[src/rtl/chr_byte_loader.sv]
// chr_byte_loader: stream-to-RAM write master with per-byte readback verify.
// Accepts i_len bytes over a valid/ready stream and writes them to consecutive
// RAM addresses starting at i_base (wrapping at the top of the address space).
// Each byte is read back one cycle after its write and compared.
// Ports:
//   i_clk, i_rst                  clock, synchronous active-high reset
//   i_start, i_base, i_len        load request (sampled only in IDLE)
//   i_byte, i_byte_valid,
//   o_byte_ready                  input byte stream handshake
//   o_ram_addr, o_ram_data,
//   o_ram_w_n, i_ram_q            RAM write port / combinational read data
//   o_busy, o_done                status: not idle / one-cycle completion pulse
//   o_error, o_err_addr,
//   o_err_cnt                     sticky mismatch flag, first bad address, count
module chr_byte_loader #(
    parameter int unsigned DATA_WIDTH = 8,
    parameter int unsigned ADDR_WIDTH = 16
) (
    input  logic                  i_clk,
    input  logic                  i_rst,
    input  logic                  i_start,
    input  logic [ADDR_WIDTH-1:0] i_base,
    input  logic [ADDR_WIDTH:0]   i_len,
    input  logic [DATA_WIDTH-1:0] i_byte,
    input  logic                  i_byte_valid,
    output logic                  o_byte_ready,
    output logic [ADDR_WIDTH-1:0] o_ram_addr,
    output logic [DATA_WIDTH-1:0] o_ram_data,
    output logic                  o_ram_w_n,
    input  logic [DATA_WIDTH-1:0] i_ram_q,
    output logic                  o_busy,
    output logic                  o_done,
    output logic                  o_error,
    output logic [ADDR_WIDTH-1:0] o_err_addr,
    output logic [ADDR_WIDTH:0]   o_err_cnt
);

    localparam int unsigned LEN_W = ADDR_WIDTH + 1;

    typedef enum logic [2:0] {
        S_IDLE,
        S_ACCEPT,
        S_WRITE,
        S_CHECK,
        S_DONE
    } state_t;

    state_t               state;
    state_t               state_next;
    logic [LEN_W-1:0]     len_q;
    logic [LEN_W-1:0]     cnt_q;
    logic [DATA_WIDTH-1:0] exp_q;

    logic [LEN_W-1:0]     cnt_inc_c;
    logic                 last_c;
    logic                 mismatch_c;

    // Byte bookkeeping and readback compare
    assign cnt_inc_c  = cnt_q + LEN_W'(1);
    assign last_c     = (cnt_inc_c == len_q);
    assign mismatch_c = (i_ram_q != exp_q);

    // Next-state logic
    always_comb begin
        state_next = state;
        case (state)
            S_IDLE: begin
                if (i_start) begin
                    state_next = (i_len == LEN_W'(0)) ? S_DONE : S_ACCEPT;
                end
            end
            S_ACCEPT: begin
                if (i_byte_valid) begin
                    state_next = S_WRITE;
                end
            end
            S_WRITE:  state_next = S_CHECK;
            S_CHECK:  state_next = last_c ? S_DONE : S_ACCEPT;
            S_DONE:   state_next = S_IDLE;
            default:  state_next = S_IDLE;
        endcase
    end

    // State register, registered status outputs and datapath
    always_ff @(posedge i_clk) begin
        if (i_rst) begin
            state        <= S_IDLE;
            o_byte_ready <= 1'b0;
            o_ram_w_n    <= 1'b1;
            o_busy       <= 1'b0;
            o_done       <= 1'b0;
            o_ram_addr   <= '0;
            o_ram_data   <= '0;
            o_error      <= 1'b0;
            o_err_addr   <= '0;
            o_err_cnt    <= '0;
            len_q        <= '0;
            cnt_q        <= '0;
            exp_q        <= '0;
        end else begin
            state <= state_next;
            // Status flags are decoded from the next state so they line up with it
            o_byte_ready <= (state_next == S_ACCEPT);
            o_ram_w_n    <= (state_next != S_WRITE);
            o_busy       <= (state_next != S_IDLE);
            o_done       <= (state_next == S_DONE);

            case (state)
                S_IDLE: begin
                    if (i_start) begin
                        len_q      <= i_len;
                        cnt_q      <= '0;
                        o_error    <= 1'b0;
                        o_err_addr <= '0;
                        o_err_cnt  <= '0;
                        o_ram_addr <= i_base;
                    end
                end
                S_ACCEPT: begin
                    if (i_byte_valid) begin
                        o_ram_data <= i_byte;
                        exp_q      <= i_byte;
                    end
                end
                S_CHECK: begin
                    if (mismatch_c) begin
                        o_error <= 1'b1;
                        if (o_err_cnt != {LEN_W{1'b1}}) begin
                            o_err_cnt <= o_err_cnt + LEN_W'(1);
                        end
                        // error is cleared at start, so low here means first mismatch
                        if (!o_error) begin
                            o_err_addr <= o_ram_addr;
                        end
                    end
                    cnt_q <= cnt_inc_c;
                    // On the last byte the address stays on the final written location
                    if (!last_c) begin
                        o_ram_addr <= o_ram_addr + ADDR_WIDTH'(1);
                    end
                end
                default: ;
            endcase
        end
    end

endmodule

[config.mk]
export PLATFORM = sky130hd
export DESIGN_NAME = chr_byte_loader
export DESIGN_NICKNAME = d
export VERILOG_FILES = /design/src/rtl/chr_byte_loader.sv
export SDC_FILE = /design/constraint.sdc
export NUM_CORES = 1
export LEC_CHECK = 0
export ABC_AREA = 0
export CORE_AREA = 2 2 104 106
export CTS_CLUSTER_DIAMETER = 120
export DETAILED_ROUTE_END_ITERATION = 16
export DIE_AREA = 0 0 106 108
export PLACE_DENSITY = 0.8
export REMOVE_ABC_BUFFERS = 1
export SYNTH_ARGS = -nofsm -noshare
export SYNTH_HDL_FRONTEND = slang
export SYNTH_SLANG_ARGS = --single-unit
[constraint.sdc]
create_clock -name i_clk -period 3.3 [get_ports i_clk]
set_clock_uncertainty 0.05 [all_clocks]
set_input_delay 0.33 -clock i_clk [delete_from_list [all_inputs] [get_ports i_clk]]
set_output_delay 0.33 -clock i_clk [all_outputs]
set_load 0.02 [all_outputs]
## Word-level counts from Yosys, hierarchy flattened

Index checks and enable logic that the tools add are counted.

- Reduce and logical (&&, ||, !) cells: 11
- $add $sub $neg: 3
- Mux-type cells: 20
- Eq/ne operators: 14

Operators by type and width:

| cell | number |
|---|---|
| $mux 16 | 5 |
| $pmux 17 s2 | 2 |
| $pmux 16 s2 | 2 |
| $mux 17 | 3 |
| $add 17x1->17 const B | 2 |
| $eq 17x17->1 | 1 |
| $logic_not 17->1 | 1 |
| $ne 17x17->1 const B | 1 |
| $add 16x1->16 const B | 1 |
| $mux 3 | 4 |
| $pmux 3 s4 | 1 |
| $ne 2x2->1 const B | 5 |
| $ne 8x8->1 | 1 |
| $reduce_and 4->1 | 2 |
| $eq 3x1->1 const B | 2 |
| $eq 3x2->1 const B | 2 |
| $reduce_and 2->1 | 3 |
| $reduce_and 3->1 | 2 |
| $eq 3x3->1 const B | 1 |
| $logic_not 3->1 | 1 |
| $ne 3x2->1 const B | 1 |
| $reduce_bool 3->1 | 1 |
| $mux 1 | 2 |
| $pmux 1 s2 | 1 |
| $reduce_bool 2->1 | 1 |

- Logic and storage cells: 60
- Bits of input ports: 53
- Register bits after elaboration: 99

## Logic depth before layout (Yosys ltp)

Gate-level depths: netlist (run 1).

- Word-level depth: 5
- Mapped depth: 11

## Least setup slack after synthesis (run 1)

No wires, ideal clock.

- Path kind: reg-to-reg
- Start: register cnt_q[0]
- End: register o_ram_addr[10]
- Arrival: 2.341 ns
- Cell stages (with the launch flop): 11
- Path slack: 0.791 ns
- Data required time: 3.131 ns
- Path through: dfxtp_1 -> ha_1 -> and3_1 -> buf_6 -> nand4_4 -> or3_4 -> a211oi_2 -> and4_4 -> buf_6 -> nor3_1 -> o221a_1

- Word-level cells in the longest chain between the ends: 4

RTL lines:

| element | RTL line | source |
|---|---|---|
| from (decl) | 51 | `logic [LEN_W-1:0] cnt_q;` |
| from (signal assigned) | 136 | `cnt_q <= cnt_inc_c;` |
| $add 17x1->17 | 59 | `assign cnt_inc_c = cnt_q + LEN_W'(1);` |
| $eq 17x17->1 | 60 | `assign last_c = (cnt_inc_c == len_q);` |
| $ne 2x2->1 (no source line) | - |  |
| $reduce_and 3->1 (no source line) | - |  |
| to (signal assigned) | 116 | `o_ram_addr <= i_base;` |
| to (signal assigned) | 139 | `o_ram_addr <= o_ram_addr + ADDR_WIDTH'(1);` |
| to (decl) | 27 | `output logic [ADDR_WIDTH-1:0] o_ram_addr,` |

No other way between the ends.
A chain may end at the register's enable or synchronous reset.

## Worst setup path after layout (run 1)

- Start: register cnt_q[0]
- End: register o_ram_addr[9]

Same word-level chain as after synthesis.

==> results of run 1 <==
==> placed cells by master (no fill, tap or decap), types with 6 or more instances in the layout <==
cell type	netlist	routed
sky130_fd_sc_hd__mux2i_1	9	9
sky130_fd_sc_hd__nor2b_1	8	8
sky130_fd_sc_hd__nand3_1	35	35
sky130_fd_sc_hd__buf_4	4	8
sky130_fd_sc_hd__xor2_1	15	15
sky130_fd_sc_hd__nor3_1	21	21
sky130_fd_sc_hd__a21oi_1	73	73
sky130_fd_sc_hd__dfxtp_1	99	99
sky130_fd_sc_hd__o31ai_1	6	6
sky130_fd_sc_hd__inv_1	9	9
sky130_fd_sc_hd__a22oi_1	7	7
sky130_fd_sc_hd__o21ai_0	23	23
sky130_fd_sc_hd__clkbuf_8	0	10
sky130_fd_sc_hd__nor4_1	14	14
sky130_fd_sc_hd__a31oi_1	9	9
sky130_fd_sc_hd__nand2_1	87	87
sky130_fd_sc_hd__o211ai_1	9	9
sky130_fd_sc_hd__and3_1	7	7
sky130_fd_sc_hd__nand4_1	17	17
sky130_fd_sc_hd__xnor2_1	26	26
sky130_fd_sc_hd__nor2_1	59	58
sky130_fd_sc_hd__clkdlybuf4s50_1	0	113
==> Yosys cell counts (all sizes together) (2+ instances only) <==
master | n | share of area
nor3 | 22 | 0.022
nand3 | 36 | 0.036
nand2b | 2 | 0.0024
o32ai | 5 | 0.0084
o211ai | 9 | 0.013
a22oi | 7 | 0.010
o21ai | 25 | 0.024
xnor2 | 26 | 0.044
and2 | 2 | 0.0024
or3 | 6 | 0.0082
nand4 | 21 | 0.032
o221a | 3 | 0.0065
a211oi | 7 | 0.012
o31ai | 7 | 0.011
a31oi | 9 | 0.011
nor2 | 59 | 0.043
a2111oi | 2 | 0.0046
nor4 | 15 | 0.021
nand3b | 2 | 0.0036
ha | 4 | 0.0096
clkbuf | 28 | 0.021
and4 | 5 | 0.0089
o21a | 2 | 0.0029
mux2i | 9 | 0.017
buf | 20 | 0.027
nor3b | 3 | 0.0043
nor2b | 8 | 0.0096
inv | 9 | 0.0065
a21oi | 73 | 0.070
dfxtp | 99 | 0.38
nand2 | 89 | 0.066
and4b | 2 | 0.0039
and3 | 7 | 0.0084
xor2 | 15 | 0.025
==> cell type report <==
cell class | count | area (um^2) | share of cell area
multi-input combinational | 494 | 2940 | 0.451
sequential | 99 | 1980 | 0.304
timing repair buffer | 122 | 1200 | 0.184
tap | 136 | 170 | 0.0261
clock buffer | 10 | 138 | 0.0211
clock inverter | 6 | 53.8 | 0.00827
inverter | 9 | 33.8 | 0.00519
==> layer usage <==
| metal | share of wire | global-route usage | wire [um] |
|---|---|---|---|
| met1 | 0.44 | 0.318 | 6130 |
| met2 | 0.48 | 0.419 | 6700 |
| met3 | 0.066 | 0.0494 | 920 |
| met4 | 0.017 | 0.0836 | 244 |
| met5 | 0 | 0 | 0 |
==> power groups by stage <==
stage | logic, uW | registers, uW | clock network, uW
global placement | 455 | 1330 | 0
finish | 470 | 1300 | 770
global route | 512 | 1310 | 833
CTS | 468 | 1300 | 784
detailed placement | 466 | 1330 | 0
floorplan | 218 | 1350 | 0
==> stage by stage <==
stage	power, uW	hold WS, ns	area, um^2	util
final	2540	0.412	6510	0.636
after global routing	2650	0.432	6510	0.636
after CTS	2550	0.415	6510	0.636
after detailed placement	1790	0.399	6320	0.617
after global placement	1780	0.394	6320	0.617
after floorplan	1560	0.349	4940	-
==> worst reg2reg max path: stages (launching register included) <==
cell	delay (ns)
sky130_fd_sc_hd__dfxtp_1	0.46
sky130_fd_sc_hd__ha_1	0.30
sky130_fd_sc_hd__and3_1	0.42
sky130_fd_sc_hd__nand4_4	0.15
sky130_fd_sc_hd__or3_4	0.42
sky130_fd_sc_hd__a211oi_2	0.28
sky130_fd_sc_hd__and4_4	0.43
sky130_fd_sc_hd__nor3_1	0.09
sky130_fd_sc_hd__o221a_2	0.24
==> registers in the layout (all words and copies together), names as in the netlist, 3 cells and up <==
register    flops
o_ram_addr     16
cnt_q          17
o_err_addr     16
len_q          17
state           3
exp_q           8
o_err_cnt      17
==> kinds of logic after synthesis <==
group           synth area share
buf+inv                   0.0538
flops                      0.382
simple gates               0.278
mux                       0.0174
xor+xnor                  0.0736
fa+ha+maj                0.00965
compound gates             0.185
==> how the worst max path moves through the flow <==
stage | to | slack (ns) | start | cells past startpoint
3_5_place_dp | o_ram_addr[9]$_SDFFE_PP0P_ | 0.43 | cnt_q[0]$_SDFFE_PP0P_ | 8
2_1_floorplan | o_ram_addr[11]$_SDFFE_PP0P_ | -0.62 | state[0]$_SDFF_PP0_ | 4
5_1_grt | o_ram_addr[9]$_SDFFE_PP0P_ | 0.12 | cnt_q[0]$_SDFFE_PP0P_ | 8
3_3_place_gp | o_ram_addr[9]$_SDFFE_PP0P_ | 0.54 | cnt_q[0]$_SDFFE_PP0P_ | 8
4_1_cts | o_ram_addr[9]$_SDFFE_PP0P_ | 0.37 | cnt_q[0]$_SDFFE_PP0P_ | 8
6_report | o_ram_addr[9]$_SDFFE_PP0P_ | 0.36 | cnt_q[0]$_SDFFE_PP0P_ | 8
==> results_tabular.tex, run 1 <==
\begin{tabular}{lr}
\hline
Metric & Value \\
\hline
\multicolumn{2}{l}{\textbf{Timing}} \\
Period minus WS final & between 2 and 3 ns \\
Setup repair after global routing missed its margin & no \\
Summed negative setup slack over all endpoints & 0 ns \\
Final Cycle Share & 0.891 \\
Max\_slew headroom & 0.488 \\
Final Setup Violations & 0 \\
Fmax & about 340 MHz \\
Setup slack of the critical path after layout & between 0.3 and 0.4 ns \\
Actual transition at the worst max-transition pin & between 0.7 and 0.8 ns \\
Final max-slew violation count & 0 \\
Number of hold-slack violations in the final timing report & 0 \\
\multicolumn{2}{l}{\textbf{Setup path}} \\
Slowest CP cell & sky130\_fd\_sc\_hd\_\_dfxtp\_1 \\
CP Launch Type & flop \\
Largest fanout of any net on the critical path & 22 \\
Data arrival time at the worst-slack endpoint & around 3.2 ns \\
Worst R2R Start & cnt\_q[0]\$\_SDFFE\_PP0P\_ \\
Path type of the worst setup path & flop to flop \\
Category of the worst setup path capture point & flop \\
Length in cells of the worst reg-to-reg path & 8 \\
WP buf/inv & 0 \\
Top Family by Delay on Critical Path & simple AND/OR/NAND/NOR gates \\
Capture instance of the worst register-to-register path & o\_ram\_addr[9]\$\_SDFFE\_PP0P\_ \\
CP peak stage delay & between 0.4 and 0.5 ns \\
Chain of cells forming the critical path & ha\_1 -> and3\_1 -> nand4\_4 -> or3\_4 -> a211oi\_2 -> and4\_4 -> nor3\_1 -> o221a\_2 \\
Data required time at the worst endpoint & about 3.5 ns \\
Worst setup slack for register-to-register paths & around 0.36 ns \\
\multicolumn{2}{l}{\textbf{Logic synthesis}} \\
Mean Syn Cell Area & 7.98 um\^{}2 \\
Number of standard cells after synthesis & 650 \\
Number of synthesis warnings & 0 \\
Post-Syn Area & around 0.0052 mm\^{}2 \\
Yosys cell types & between 60 and 70 \\
Sequential cell area fraction in the yosys report & 0.382 \\
Number of storage elements in the synthesis netlist & between 90 and 100 \\
Number of synthesized flops with an enable pin & 0 \\
Prevailing post-synth register cell & sky130\_fd\_sc\_hd\_\_dfxtp\_1 \\
Fraction of registers with async set/reset & 0 \\
\multicolumn{2}{l}{\textbf{Clock network}} \\
CTS-repair resized insts & 0 \\
Clock Sink Count & between 90 and 100 \\
Number of clock buffers inserted by TritonCTS & 9 \\
H-Tree Depth & 3 \\
CTS clk-pin slew, worst paths & $\sim$0.11 ns \\
Number of setup buffers added after CTS & 0 \\
Clock tree from TritonCTS & yes \\
Count of hold buffers inserted by post-cts repair & 0 \\
Worst-case clock buffer depth & 2 \\
Clk Tree Root Cell & sky130\_fd\_sc\_hd\_\_clkbuf\_8 \\
Clock latency of the later-clocked register in the worst-skew pair & roughly 0.37 ns \\
\multicolumn{2}{l}{\textbf{Placement}} \\
Half-perimeter wire length after placement & around 10000 um \\
Final RePlAce weighted congestion & roughly 0.85 \\
Instance count after placement with tap cells included & 860 \\
Placement-stage worst setup slack & $\sim$0.43 ns \\
\# port buffers & roughly 110 \\
\multicolumn{2}{l}{\textbf{Routing}} \\
Number of nets still failing antenna checks after routing & 0 \\
Number of iterations in the first detailed-routing pass & 5 \\
Drc violations & 0 \\
Number of DRC violations after detailed-routing iteration 0 & approximately 240 \\
Average vias per placed instance & $\sim$5.8 \\
Count of vias placed by the detailed router & around 5k \\
Wire length per cell after detailed routing & around 16 um \\
Sum of routed wire length over all layers & $\sim$14000 um \\
\multicolumn{2}{l}{\textbf{Finish}} \\
Area growth from synthesis to layout & 25.5\% \\
Number of cells in the finished layout apart from fillers & 876 \\
Total number of nets in the final design & approximately 790 \\
Share of post-route cells with drive strength above 1 & 0.0595 \\
Total inserted antenna cells & 0 \\
Filler instances & 877 \\
\multicolumn{2}{l}{\textbf{Pwr}} \\
Relative contribution of sequential cells to total power & 0.512 \\
Clock network power share & 0.303 \\
Largest voltage drop on the vdd net & between 0.0002 and 0.00025 V \\
Power Dens Cells & $\sim$390 mW/mm\^{}2 \\
Leak & between 0.002 and 0.0025 uW \\
Cell internal power dissipation & $\sim$1800 uW \\
Power share of the combinational group & 0.185 \\
Net load switching power & 781 uW \\
Fraction of power spent switching nets & 0.307 \\
\multicolumn{2}{l}{\textbf{Worst hold path}} \\
Worst Min Path Start & o\_err\_addr[3]\$\_SDFFE\_PP0P\_ \\
Worst min-delay path class & flop to flop \\
Hold Path Depth & 2 \\
Hold Path End & o\_err\_addr[3]\$\_SDFFE\_PP0P\_ \\
\multicolumn{2}{l}{\textbf{Global route}} \\
Number of antenna violations at the first check in global routing & 0 \\
Number of global-route vias before repair & 4913 \\
Pin count of the biggest net entering global routing & 75 \\
Overall overflow remaining after global route & 0 \\
First-pass GRT wire length & about 23000 um \\
GRT Overall Usage & 0.248 \\
\multicolumn{2}{l}{\textbf{Flow run}} \\
Number of maximum-capacitance constraint violations & 0 \\
\multicolumn{2}{l}{\textbf{Die}} \\
Number of cell rows & 37 \\
Floorplan die area & between 0.01 and 0.015 mm\^{}2 \\
Core area & slightly above 0.01 mm\^{}2 \\
Die boundary width & about 110 um \\
Floorplan die height & between 100 and 150 um \\
Initial cell density of the core & 0.507 \\
I/O pin total & around 120 \\
\multicolumn{2}{l}{\textbf{Run status}} \\
Outcome & complete, no violations \\
\hline
\end{tabular}
(Power assumes the default switching activity.)
==> run 2: changes to the inputs <==
CAP_MARGIN = 10   (was not set)
RECOVER_POWER = 100   (was not set)
==> run 2 against run 1 <==
  * The run now ends with max-capacitance violations, max-slew violations left
  * Non-clock buffer count did not move
  * Worst setup slack got worse by 0.048 ns
  * Hold slack got worse by 0.0029 ns
  * Core utilization fell by 0.34 points
  * Clock power fell by 0.5%
  * Largest power group unchanged
==> results_tabular.tex, run 2 (same netlist as run 1, synthesis figures left out) <==
\begin{tabular}{lr}
\hline
Metric & Value \\
\hline
\multicolumn{2}{l}{\textbf{Routing}} \\
Average vias per placed instance & 5.82 (+0.12\%) \\
Number of nets still failing antenna checks after routing & 0 (unchanged) \\
Highest metal layer with signal wires & met4 \\
Wire length per cell after detailed routing & 15.9 um (-0.61\%) \\
WL met1 & 5980 um (-2.5\%) \\
Drc violations & 0 (unchanged) \\
Number of DRC violations after detailed-routing iteration 0 & 259 (+7.0\%) \\
Met3 layer wire length in the routed design & 991 um (+7.7\%) \\
Count of vias placed by the detailed router & 5101 (+0.12\%) \\
Number of iterations in the first detailed-routing pass & 5 (unchanged) \\
Sum of routed wire length over all layers & 13900 um (-0.61\%) \\
Detailed-routed wire length on met2 & 6730 um (+0.43\%) \\
\multicolumn{2}{l}{\textbf{Setup path}} \\
Data required time at the worst endpoint & 3.43 ns (-0.09 ns) \\
Largest fanout of any net on the critical path & 10 (-55\%) \\
Data arrival time at the worst-slack endpoint & 3.12 ns (-0.04 ns) \\
CP Launch Type & flop \\
Path type of the worst setup path & flop to flop \\
Category of the worst setup path capture point & flop \\
\multicolumn{2}{l}{\textbf{Clock network}} \\
Clock Sink Count & 99 (unchanged) \\
Count of hold buffers inserted by post-cts repair & 0 (unchanged) \\
Number of setup buffers added after CTS & 0 (unchanged) \\
Worst-case clock buffer depth & 2 (unchanged) \\
Clk Tree Root Cell & sky130\_fd\_sc\_hd\_\_clkbuf\_8 \\
Clock latency of the later-clocked register in the worst-skew pair & 0.37 ns (about the same) \\
Number of clock buffers inserted by TritonCTS & 9 (unchanged) \\
CTS clk-pin slew, worst paths & 0.11 ns (about the same) \\
CTS-repair resized insts & 0 (unchanged) \\
H-Tree Depth & 3 (unchanged) \\
Clock tree from TritonCTS & yes \\
\multicolumn{2}{l}{\textbf{Finish}} \\
Share of post-route cells with drive strength above 1 & 0.0527 (-0.00676) \\
Most frequent cells in the layout & sky130\_fd\_sc\_hd\_\_dfxtp\_1 (99), sky130\_fd\_sc\_hd\_\_nand2\_1 (88), sky130\_fd\_sc\_hd\_\_a21oi\_1 (73) \\
Number of cells in the finished layout apart from fillers & 876 (unchanged) \\
Total number of nets in the final design & 792 (unchanged) \\
Commonest non-fill, non-tap cell in the layout & sky130\_fd\_sc\_hd\_\_dfxtp\_1 \\
Total inserted antenna cells & 0 (unchanged) \\
Top Registers & cnt\_q: 17 flops, len\_q: 17 flops, o\_err\_cnt: 17 flops \\
Area growth from synthesis to layout & 24.8\% \\
\multicolumn{2}{l}{\textbf{Timing}} \\
Fmax & 335 MHz (-1.6\%) \\
Actual transition at the worst max-transition pin & 1.54 ns (+0.776 ns) \\
Number of hold-slack violations in the final timing report & 0 (unchanged) \\
Setup slack of the critical path after layout & 0.311 ns (-0.0481 ns) \\
Final max-slew violation count & 75 (+75) \\
Final Cycle Share & 0.906 (+0.0146) \\
Final Setup Violations & 0 (unchanged) \\
Period minus WS final & 2.99 ns (+0.0481 ns) \\
Setup repair after global routing missed its margin & no \\
Max\_slew headroom & -0.0293 (-0.518) \\
\multicolumn{2}{l}{\textbf{Run status}} \\
Violations in the final reports & max-capacitance violations, max-slew violations \\
Outcome & finished, violations left \\
\multicolumn{2}{l}{\textbf{Die}} \\
Floorplan die height & 108 um (unchanged) \\
Floorplan die area & 0.0114 mm\^{}2 (unchanged) \\
Core area & 0.0102 mm\^{}2 (unchanged) \\
Die boundary width & 106 um (unchanged) \\
Initial cell density of the core & 0.507 (unchanged) \\
Number of cell rows & 37 (unchanged) \\
I/O pin total & 115 (unchanged) \\
\multicolumn{2}{l}{\textbf{Placement}} \\
Instance count after placement with tap cells included & 860 (unchanged) \\
Half-perimeter wire length after placement & 9800 um (unchanged) \\
Placement-stage worst setup slack & 0.435 ns (unchanged) \\
\# port buffers & 114 (unchanged) \\
Final RePlAce weighted congestion & 0.846 (unchanged) \\
\multicolumn{2}{l}{\textbf{Pwr}} \\
Total chip power & 2520 uW (-0.82\%) \\
Largest voltage drop on the vdd net & 0.000208 V (-1.5\%) \\
Leak & 0.00240 uW (+7.5\%) \\
Power Dens Cells & 389 mW/mm\^{}2 (-0.28\%) \\
\multicolumn{2}{l}{\textbf{Global route}} \\
Pin count of the biggest net entering global routing & 75 (unchanged) \\
Number of global-route vias before repair & 4913 (unchanged) \\
Overall overflow remaining after global route & 0 (unchanged) \\
GRT Overall Usage & 0.248 (unchanged) \\
First-pass GRT wire length & 23300 um (unchanged) \\
Number of antenna violations at the first check in global routing & 0 (unchanged) \\
\multicolumn{2}{l}{\textbf{Worst hold path}} \\
Worst min-delay path class & flop to flop \\
\multicolumn{2}{l}{\textbf{Flow run}} \\
Number of maximum-capacitance constraint violations & 1 (+1) \\
\hline
\end{tabular}
[run 2: changes by cell type in the layout (fill, tap and decap cells not counted), sizes merged]
cell | before | now
clkbuf | 10 | 13
dlygate4sd3 | 0 | 62
buf | 9 | 6
clkdlybuf4s50 | 113 | 51
[run 2: report_power, final]
part / internal [uW] / switching, uW / leakage, uW
sequential: 1240 / 57.3 / 0.000804
clock: 310 / 456 / 0.0000958
combinational: 195 / 260 / 0.00150
total: 1750 / 773 / 0.00240
[run 2: path summary, 6_finish.rpt]
path                                                 start                          end  slack (ns)  cells after the start
worst max-delay path                 cnt_q[0]$_SDFFE_PP0P_  o_ram_addr[14]$_SDFFE_PP0P_        0.31                      8
worst min-delay path            o_err_addr[3]$_SDFFE_PP0P_   o_err_addr[3]$_SDFFE_PP0P_        0.41                      2
worst max register to register       cnt_q[0]$_SDFFE_PP0P_  o_ram_addr[14]$_SDFFE_PP0P_        0.31                      8
worst min register to register  o_err_addr[3]$_SDFFE_PP0P_   o_err_addr[3]$_SDFFE_PP0P_        0.41                      2
[run 2: stage by stage]
stage               TNS [ns]  hold WS (ns)   util  instance area, um^2
global placement           0         0.394  0.617                 6320
global route               0         0.429  0.633                 6470
CTS                        0         0.415  0.636                 6510
detailed placement         0         0.399  0.617                 6320
finish                     0         0.409  0.633                 6470
floorplan              -6.07         0.349      -                 4940
[run 2: final cells by class]
type / instances / area [um^2]
inverter: 9 / 33.8
tap: 136 / 170
sequential: 99 / 1980
clock buffer: 10 / 138
multi-input combinational: 494 / 2910
fill: 879 / 3760
timing repair buffer: 122 / 1190
clock inverter: 6 / 53.8
[run 2: worst max-delay path: stages, from the launching register on]
cell                       delay, ns
sky130_fd_sc_hd__dfxtp_1        0.46
sky130_fd_sc_hd__ha_1           0.30
sky130_fd_sc_hd__and3_1         0.38
sky130_fd_sc_hd__nand4_1        0.21
sky130_fd_sc_hd__or3_4          0.45
sky130_fd_sc_hd__a211oi_1       0.35
sky130_fd_sc_hd__nand4_2        0.21
sky130_fd_sc_hd__nand2_2        0.25
sky130_fd_sc_hd__o32ai_1        0.14
[run 2: routing by layer]
layer | up-vias | GRT usage
met2 | 201 | 0.419
met3 | 16 | 0.0494
met5 | - | 0
met1 | 2385 | 0.318
li1 | 2499 | -
met4 | 0 | 0.0836
